### src/rtl/ysyx_23060096_rf_wb_ctrl_if.sv
// ---------------------------------------------------------------------------
// ysyx_23060096_rf_wb_ctrl_if
// Bundle of every non-clock/reset signal of the register-file write-port
// controller.
//   req0_*   : EXU writeback request (valid/ready/addr/data)
//   req1_*   : LSU writeback request (valid/ready/addr/data)
//   sb_set_* : issue marks a destination register as pending
//   rs1/rs2  : read-port indices to check, with their busy flags
//   rd_busy  : sb_set_addr is already pending (WAW check)
//   rf_*     : registered register-file write port
//   init_done: zeroing sweep complete
//   dbg_state: FSM state (0 = INIT, 1 = RUN)
// master = writeback/issue side, slave = the controller.
//
// Handshake: a request transfers on a rising edge where valid && ready.
// ready is combinational and may depend on valid; a requester holds addr and
// data stable while valid && !ready and may not withdraw them before the
// transfer.
// ---------------------------------------------------------------------------
interface ysyx_23060096_rf_wb_ctrl_if #(
  parameter int ADDR_W = 5,
  parameter int DATA_W = 32
);
  logic              req0_valid;
  logic              req0_ready;
  logic [ADDR_W-1:0] req0_addr;
  logic [DATA_W-1:0] req0_data;
  logic              req1_valid;
  logic              req1_ready;
  logic [ADDR_W-1:0] req1_addr;
  logic [DATA_W-1:0] req1_data;
  logic              sb_set_valid;
  logic [ADDR_W-1:0] sb_set_addr;
  logic [ADDR_W-1:0] rs1_addr;
  logic [ADDR_W-1:0] rs2_addr;
  logic              rs1_busy;
  logic              rs2_busy;
  logic              rd_busy;
  logic              rf_wen;
  logic [ADDR_W-1:0] rf_waddr;
  logic [DATA_W-1:0] rf_wdata;
  logic              init_done;
  logic              dbg_state;

  modport master (
    output req0_valid, req0_addr, req0_data,
    output req1_valid, req1_addr, req1_data,
    output sb_set_valid, sb_set_addr, rs1_addr, rs2_addr,
    input  req0_ready, req1_ready, rs1_busy, rs2_busy, rd_busy,
    input  rf_wen, rf_waddr, rf_wdata, init_done, dbg_state
  );

  modport slave (
    input  req0_valid, req0_addr, req0_data,
    input  req1_valid, req1_addr, req1_data,
    input  sb_set_valid, sb_set_addr, rs1_addr, rs2_addr,
    output req0_ready, req1_ready, rs1_busy, rs2_busy, rd_busy,
    output rf_wen, rf_waddr, rf_wdata, init_done, dbg_state
  );
endinterface

### src/rtl/ysyx_23060096_rf_wb_ctrl.sv
// ---------------------------------------------------------------------------
// ysyx_23060096_rf_wb_ctrl
// Write-port controller and scoreboard for a 2^ADDR_W entry register file.
// After reset it writes zero to every register (INIT), then it arbitrates
// round-robin between the EXU (req0) and LSU (req1) writeback requests onto
// the single registered write port (RUN). A bit per register tracks
// in-flight destinations so issue can detect RAW/WAW hazards.
// Ports:
//   clk : rising-edge clock
//   rst : asynchronous active-high reset
//   bus : ysyx_23060096_rf_wb_ctrl_if.slave (requests, scoreboard, rf port)
// ---------------------------------------------------------------------------
module ysyx_23060096_rf_wb_ctrl #(
  parameter int ADDR_W = 5,
  parameter int DATA_W = 32
) (
  input logic                       clk,
  input logic                       rst,
  ysyx_23060096_rf_wb_ctrl_if.slave bus
);

  localparam int NREGS = 1 << ADDR_W;

  typedef enum logic {
    ST_INIT = 1'b0,
    ST_RUN  = 1'b1
  } state_t;

  state_t            state_q, state_d;
  logic [ADDR_W-1:0] cnt_q, cnt_d;
  logic              rr_q, rr_d;      // 0: req0 wins contention, 1: req1 wins
  logic [NREGS-1:0]  sb_q, sb_d;
  logic              rf_wen_q, rf_wen_d;
  logic [ADDR_W-1:0] rf_waddr_q, rf_waddr_d;
  logic [DATA_W-1:0] rf_wdata_q, rf_wdata_d;

  logic              run;
  logic              grant0, grant1;
  logic [ADDR_W-1:0] g_addr;
  logic [DATA_W-1:0] g_data;

  // State register and all datapath flops.
  always_ff @(posedge clk or posedge rst) begin
    if (rst) begin
      state_q    <= ST_INIT;
      cnt_q      <= '0;
      rr_q       <= 1'b0;
      sb_q       <= '0;
      rf_wen_q   <= 1'b0;
      rf_waddr_q <= '0;
      rf_wdata_q <= '0;
    end else begin
      state_q    <= state_d;
      cnt_q      <= cnt_d;
      rr_q       <= rr_d;
      sb_q       <= sb_d;
      rf_wen_q   <= rf_wen_d;
      rf_waddr_q <= rf_waddr_d;
      rf_wdata_q <= rf_wdata_d;
    end
  end

  // Next-state logic: INIT ends on the edge that writes the last index.
  always_comb begin
    state_d = state_q;
    if (state_q == ST_INIT && cnt_q == '1) begin
      state_d = ST_RUN;
    end
  end

  // Arbitration, scoreboard update and write-port next values.
  always_comb begin
    run    = (state_q == ST_RUN);
    grant0 = run && bus.req0_valid && (!bus.req1_valid || !rr_q);
    grant1 = run && bus.req1_valid && (!bus.req0_valid ||  rr_q);
    g_addr = grant1 ? bus.req1_addr : bus.req0_addr;
    g_data = grant1 ? bus.req1_data : bus.req0_data;

    cnt_d      = cnt_q;
    rr_d       = rr_q;
    sb_d       = sb_q;
    rf_wen_d   = 1'b0;
    rf_waddr_d = rf_waddr_q;
    rf_wdata_d = rf_wdata_q;

    if (!run) begin
      cnt_d      = cnt_q + ADDR_W'(1);
      rf_wen_d   = 1'b1;
      rf_waddr_d = cnt_q;
      rf_wdata_d = '0;
    end else begin
      // Pointer moves only when both sides competed for the port.
      if (bus.req0_valid && bus.req1_valid) begin
        rr_d = ~rr_q;
      end
      if (grant0 || grant1) begin
        // x0 writes are accepted but never reach the register file.
        rf_wen_d   = (g_addr != '0);
        rf_waddr_d = g_addr;
        rf_wdata_d = g_data;
        sb_d[g_addr] = 1'b0;
      end
      // Applied after the clear so a same-edge set to the same index wins.
      if (bus.sb_set_valid && bus.sb_set_addr != '0) begin
        sb_d[bus.sb_set_addr] = 1'b1;
      end
    end
  end

  // Outputs. Bit 0 of the scoreboard is never set, so index 0 reads idle.
  always_comb begin
    bus.req0_ready = grant0;
    bus.req1_ready = grant1;
    bus.rs1_busy   = run && sb_q[bus.rs1_addr];
    bus.rs2_busy   = run && sb_q[bus.rs2_addr];
    bus.rd_busy    = run && sb_q[bus.sb_set_addr];
    bus.rf_wen     = rf_wen_q;
    bus.rf_waddr   = rf_waddr_q;
    bus.rf_wdata   = rf_wdata_q;
    bus.init_done  = run;
    bus.dbg_state  = state_q;
  end

endmodule

### src/flat_wrapper.sv
// flat-port wrapper written by rule: the top's interface ports become plain ports
module ysyx_23060096_rf_wb_ctrl_flat 
#(
  parameter int ADDR_W = 5,
  parameter int DATA_W = 32
)
  (clk, rst, bus_req0_valid, bus_req0_addr, bus_req0_data, bus_req1_valid, bus_req1_addr, bus_req1_data, bus_sb_set_valid, bus_sb_set_addr, bus_rs1_addr, bus_rs2_addr, bus_req0_ready, bus_req1_ready, bus_rs1_busy, bus_rs2_busy, bus_rd_busy, bus_rf_wen, bus_rf_waddr, bus_rf_wdata, bus_init_done, bus_dbg_state);
  ysyx_23060096_rf_wb_ctrl_if #(.ADDR_W(ADDR_W), .DATA_W(DATA_W)) bus_i ();
  input logic clk;
  input logic rst;
  input wire logic [$bits(bus_i.req0_valid)-1:0] bus_req0_valid;
  input wire logic [$bits(bus_i.req0_addr)-1:0] bus_req0_addr;
  input wire logic [$bits(bus_i.req0_data)-1:0] bus_req0_data;
  input wire logic [$bits(bus_i.req1_valid)-1:0] bus_req1_valid;
  input wire logic [$bits(bus_i.req1_addr)-1:0] bus_req1_addr;
  input wire logic [$bits(bus_i.req1_data)-1:0] bus_req1_data;
  input wire logic [$bits(bus_i.sb_set_valid)-1:0] bus_sb_set_valid;
  input wire logic [$bits(bus_i.sb_set_addr)-1:0] bus_sb_set_addr;
  input wire logic [$bits(bus_i.rs1_addr)-1:0] bus_rs1_addr;
  input wire logic [$bits(bus_i.rs2_addr)-1:0] bus_rs2_addr;
  output wire logic [$bits(bus_i.req0_ready)-1:0] bus_req0_ready;
  output wire logic [$bits(bus_i.req1_ready)-1:0] bus_req1_ready;
  output wire logic [$bits(bus_i.rs1_busy)-1:0] bus_rs1_busy;
  output wire logic [$bits(bus_i.rs2_busy)-1:0] bus_rs2_busy;
  output wire logic [$bits(bus_i.rd_busy)-1:0] bus_rd_busy;
  output wire logic [$bits(bus_i.rf_wen)-1:0] bus_rf_wen;
  output wire logic [$bits(bus_i.rf_waddr)-1:0] bus_rf_waddr;
  output wire logic [$bits(bus_i.rf_wdata)-1:0] bus_rf_wdata;
  output wire logic [$bits(bus_i.init_done)-1:0] bus_init_done;
  output wire logic [$bits(bus_i.dbg_state)-1:0] bus_dbg_state;
  assign bus_i.req0_valid = bus_req0_valid;
  assign bus_i.req0_addr = bus_req0_addr;
  assign bus_i.req0_data = bus_req0_data;
  assign bus_i.req1_valid = bus_req1_valid;
  assign bus_i.req1_addr = bus_req1_addr;
  assign bus_i.req1_data = bus_req1_data;
  assign bus_i.sb_set_valid = bus_sb_set_valid;
  assign bus_i.sb_set_addr = bus_sb_set_addr;
  assign bus_i.rs1_addr = bus_rs1_addr;
  assign bus_i.rs2_addr = bus_rs2_addr;
  assign bus_req0_ready = bus_i.req0_ready;
  assign bus_req1_ready = bus_i.req1_ready;
  assign bus_rs1_busy = bus_i.rs1_busy;
  assign bus_rs2_busy = bus_i.rs2_busy;
  assign bus_rd_busy = bus_i.rd_busy;
  assign bus_rf_wen = bus_i.rf_wen;
  assign bus_rf_waddr = bus_i.rf_waddr;
  assign bus_rf_wdata = bus_i.rf_wdata;
  assign bus_init_done = bus_i.init_done;
  assign bus_dbg_state = bus_i.dbg_state;
  ysyx_23060096_rf_wb_ctrl #(.ADDR_W(ADDR_W), .DATA_W(DATA_W)) u_core (.clk(clk), .rst(rst), .bus(bus_i));
endmodule
### config.mk
export PLATFORM = sky130hd
export DESIGN_NAME = ysyx_23060096_rf_wb_ctrl_flat
export DESIGN_NICKNAME = d
export VERILOG_FILES = /design/src/rtl/ysyx_23060096_rf_wb_ctrl_if.sv /design/src/rtl/ysyx_23060096_rf_wb_ctrl.sv /design/src/flat_wrapper.sv
export SDC_FILE = /design/constraint.sdc
export NUM_CORES = 1
export LEC_CHECK = 0
export BUFFER_PORTS_ARGS = -buffer_cell sky130_fd_sc_hd__buf_4
export CAP_MARGIN = 20
export CORE_ASPECT_RATIO = 1.75
export CORE_MARGIN = 2
export CORE_UTILIZATION = 47
export DETAILED_ROUTE_END_ITERATION = 10
export PLACE_DENSITY = 0.77
export SYNTH_ARGS = -nofsm -noshare
export SYNTH_HDL_FRONTEND = slang
export SYNTH_SLANG_ARGS = --single-unit
### constraint.sdc
create_clock -name clk -period 2.3 [get_ports clk]
set_input_delay 0.23 -clock clk [delete_from_list [all_inputs] [get_ports clk]]
set_output_delay 0.23 -clock clk [all_outputs]
set_load 0.01 [all_outputs]
==> impl_metrics.env <==
export IMPL_status="finished with violations"
export IMPL_failed_checks="negative hold slack"
export IMPL_reg2reg_depth=6
export IMPL_min_period_ns=2.122
export IMPL_wire_per_inst_um=19.41
export IMPL_slew_violations=0
export IMPL_grt_overflow=0
export IMPL_die_width_um=78.13
export IMPL_hold_class="in -> async"
export IMPL_startpoint_type="flop"
export IMPL_routed_top_layer="met4"
export IMPL_yosys_warnings=0
export IMPL_ys_types=42
export IMPL_track_usage=0.2520
export IMPL_cts_sinks=77
export IMPL_wl_met3_um=909
export IMPL_syn_inst=404
export IMPL_arrival_ns=1.89
export IMPL_drc=0
export IMPL_crit_family="multiplexers"
export IMPL_cts_repair_resized=0
export IMPL_peakVddDrop_uv=481.7
export IMPL_crit_chain="mux4_2, mux2_2, a21oi_1, a21boi_0, buf_4"
export IMPL_maxCapViolCount=0
export IMPL_finalHoldViolCount=10
export IMPL_netlist_top_cells_area="dfrtp_1, mux4_2, mux2i_1, o21ai_0, o41ai_1"
export IMPL_port_buffer_count=138
export IMPL_htreeDepth=3
export IMPL_finClkSkew_ns=0.003782
export IMPL_ys_async_sr_fraction=1.000
export IMPL_dp_cells=638
export IMPL_hold_worst_slack_ns=-0.02884
export IMPL_rsz0062_at_grt="no"
export IMPL_wl_mm=12.70
export IMPL_seq_area_frac_synth=0.4264
export IMPL_initial_core_util=0.4803
export IMPL_synth_top_area_cell="dfrtp_1"
export IMPL_crit_type="reg -> out"
export IMPL_synth_seq_cells=77
export IMPL_antennaDiodeCount=0
export IMPL_route_met2_wl_mm=6.937
export IMPL_met1_length_mm=4.230
export IMPL_crit_fanout=4
export IMPL_syn_area_mm2=0.004519
export IMPL_layout_cells_non_filler=654
export IMPL_avgSynthCellArea_um2=11.19
export IMPL_max_freq_mhz=471.3
export IMPL_dpl_hpwl_mm=9.563
export IMPL_finalCritPeriodShare=0.9225
export IMPL_clk_pin_slew_ns=0.06
export IMPL_post_route_util=0.6309
export IMPL_antenna_found_initial=0
export IMPL_grt_pass1_wl_mm=20.44
export IMPL_layout_drive_gt1_share=0.3741
export IMPL_die_area_mm2=0.01045
export IMPL_dr_first_iter_drc_count=339
export IMPL_die_y_um=133.7
export IMPL_fill_cells=796
export IMPL_ant_nets=0
export IMPL_critical_path_depth=5
export IMPL_gp_congestion=0.8639
export IMPL_std_cell_rows=47
export IMPL_crit_slowest_cell="mux4_2"
export IMPL_end_kind="output port"
export IMPL_ys_flop_type="dfrtp_1"
export IMPL_slew_headroom=0.4400
export IMPL_finalSetupTns_ns=0
export IMPL_path_buf_inv=1
export IMPL_worst_slew_pin_slew_ns=0.8344
export IMPL_grt_max_degree=78
export IMPL_power_density_mw_per_mm2=722.0
export IMPL_insertion_delay_ns=0.33
export IMPL_grt_pass1_vias=4166
export IMPL_worstPathRequired_ns=2.07
export IMPL_power_leakage_nw=2.676
export IMPL_post_cts_buffers=0
export IMPL_synth_edff_count=0
export IMPL_nets=623
export IMPL_areaGrowthSynthToFinish_pct=31.34
export IMPL_drt_first_pass_iters=5
export IMPL_setup_viol=0
export IMPL_core_mm2=0.009409
export IMPL_synth_top_cell_area_share=0.4264
export IMPL_root_buffer="clkbuf_16"
export IMPL_cts_tree="done"
export IMPL_vias=4026
export IMPL_synth_nets=500
export IMPL_via_per_inst=6.156
export IMPL_hold_buffers=0
export IMPL_max_stage_delay_ns=0.47
export IMPL_io_pins=139
export IMPL_cts_buffers=9
export IMPL_clockBufferDepth=2
==> cells in the final DEF (no fill, tap or decap), types with 4 or more instances in the layout <==
cell         n
xnor2_1      4
nand2b_1     4
a21oi_1      5
o41ai_1     31
nand3_1     45
clkbuf_16    9
o21ai_0     61
o221ai_1     4
nand2_1      8
mux2i_1     49
clkbuf_8     4
nor2b_1      5
buf_4      145
mux4_2      24
o21ai_1      7
nand3b_1     5
dfrtp_1     76
inv_1        4
==> layer usage <==
layer / up-vias / GRT usage
met5: - / 0
met4: 0 / 0.1628
met3: 46 / 0.05623
met2: 229 / 0.4507
met1: 1925 / 0.2592
li1: 1826 / -
==> worst reg2reg max path: cells and delay by family (launching register included) <==
family                 cells  cell delay [ns]
muxes                      1             0.41
DFF                        1             0.39
and+or+nand+nor            2             0.40
AOI/OAI and AO/OA          2             0.61
buffers and inverters      1             0.12
==> worst paths after layout <==
path                                            to  slack [ns]                    start
max                                    bus_rd_busy        0.18          u_core.sb_q[18]
min                        u_core.bus.rf_wdata[30]       -0.03                      rst
max reg2reg                        u_core.sb_q[11]        0.22              u_core.rr_q
min reg2reg                u_core.bus.rf_wdata[19]        0.50  u_core.bus.rf_wdata[19]
max in group asynchronous     u_core.bus.dbg_state        1.95                      rst
min in group clk            u_core.bus.rf_wdata[0]        0.18         bus_req1_data[0]
==> cell families (layout without fill, tap and decap cells) <==
family                   Yosys count  count (layout)  share of synthesized area
XOR/XNOR                           4               4                   0.007751
multiplexers                      80              80                     0.2486
AO/OA/AOI/OAI                    119             119                     0.1675
flip-flops                        77              77                     0.4264
adder cells (fa/ha/maj)            2               2                   0.005536
buffers and inverters             41             169                    0.04291
AND/OR/NAND/NOR                   81              81                     0.1013
==> synth_stat cells (3+ instances only) <==
| cell type | count |
|---|---|
| a21oi_1 | 5 |
| buf_2 | 9 |
| buf_6 | 3 |
| clkbuf_1 | 22 |
| dfrtp_1 | 77 |
| inv_1 | 5 |
| mux2_2 | 3 |
| mux2_4 | 3 |
| mux2i_1 | 49 |
| mux4_2 | 24 |
| nand2_1 | 8 |
| nand2b_1 | 4 |
| nand3_1 | 45 |
| nand3b_1 | 5 |
| nand4_1 | 3 |
| nor2b_1 | 5 |
| o21ai_0 | 62 |
| o21ai_1 | 7 |
| o221ai_1 | 4 |
| o41ai_1 | 31 |
| xnor2_1 | 4 |
==> final cells by class <==
cell class / instances / area [um2] / share of cell area
repair buffers: 147 / 1129 / 0.1901
multi-input cells: 286 / 2410 / 0.4060
well taps: 122 / 152.6 / 0.02572
inverters: 6 / 25.02 / 0.004216
clock buffers: 16 / 291.5 / 0.04911
flip-flops and latches: 77 / 1928 / 0.3248
==> where the power goes <==
group          switching (mW)  leakage, nW  internal, mW
Combinational           0.588         1.57         0.623
Sequential              0.167        0.963          1.55
Clock                   0.507        0.143         0.850
==> flip-flops by register name (all words and copies together), names as in the netlist <==
signal and flops:
u_core.bus.dbg_state 1, u_core.cnt_q 5, u_core.bus.rf_wen 1, u_core.rr_q 1
u_core.bus.rf_wdata 32, u_core.bus.rf_waddr 5, u_core.sb_q 32
==> through the flow <==
step / power (mW) / instance area, um2 / worst slack (ns)
2_1_floorplan: 2.411 / 4519 / 0.1033
3_3_place_gp: 2.895 / 5644 / 0.4212
3_5_place_dp: 2.941 / 5644 / 0.2740
4_1_cts: 4.305 / 5936 / 0.1838
5_1_grt: 4.476 / 5936 / 0.08512
6_report: 4.285 / 5936 / 0.1783
(Power assumes the default switching activity.)
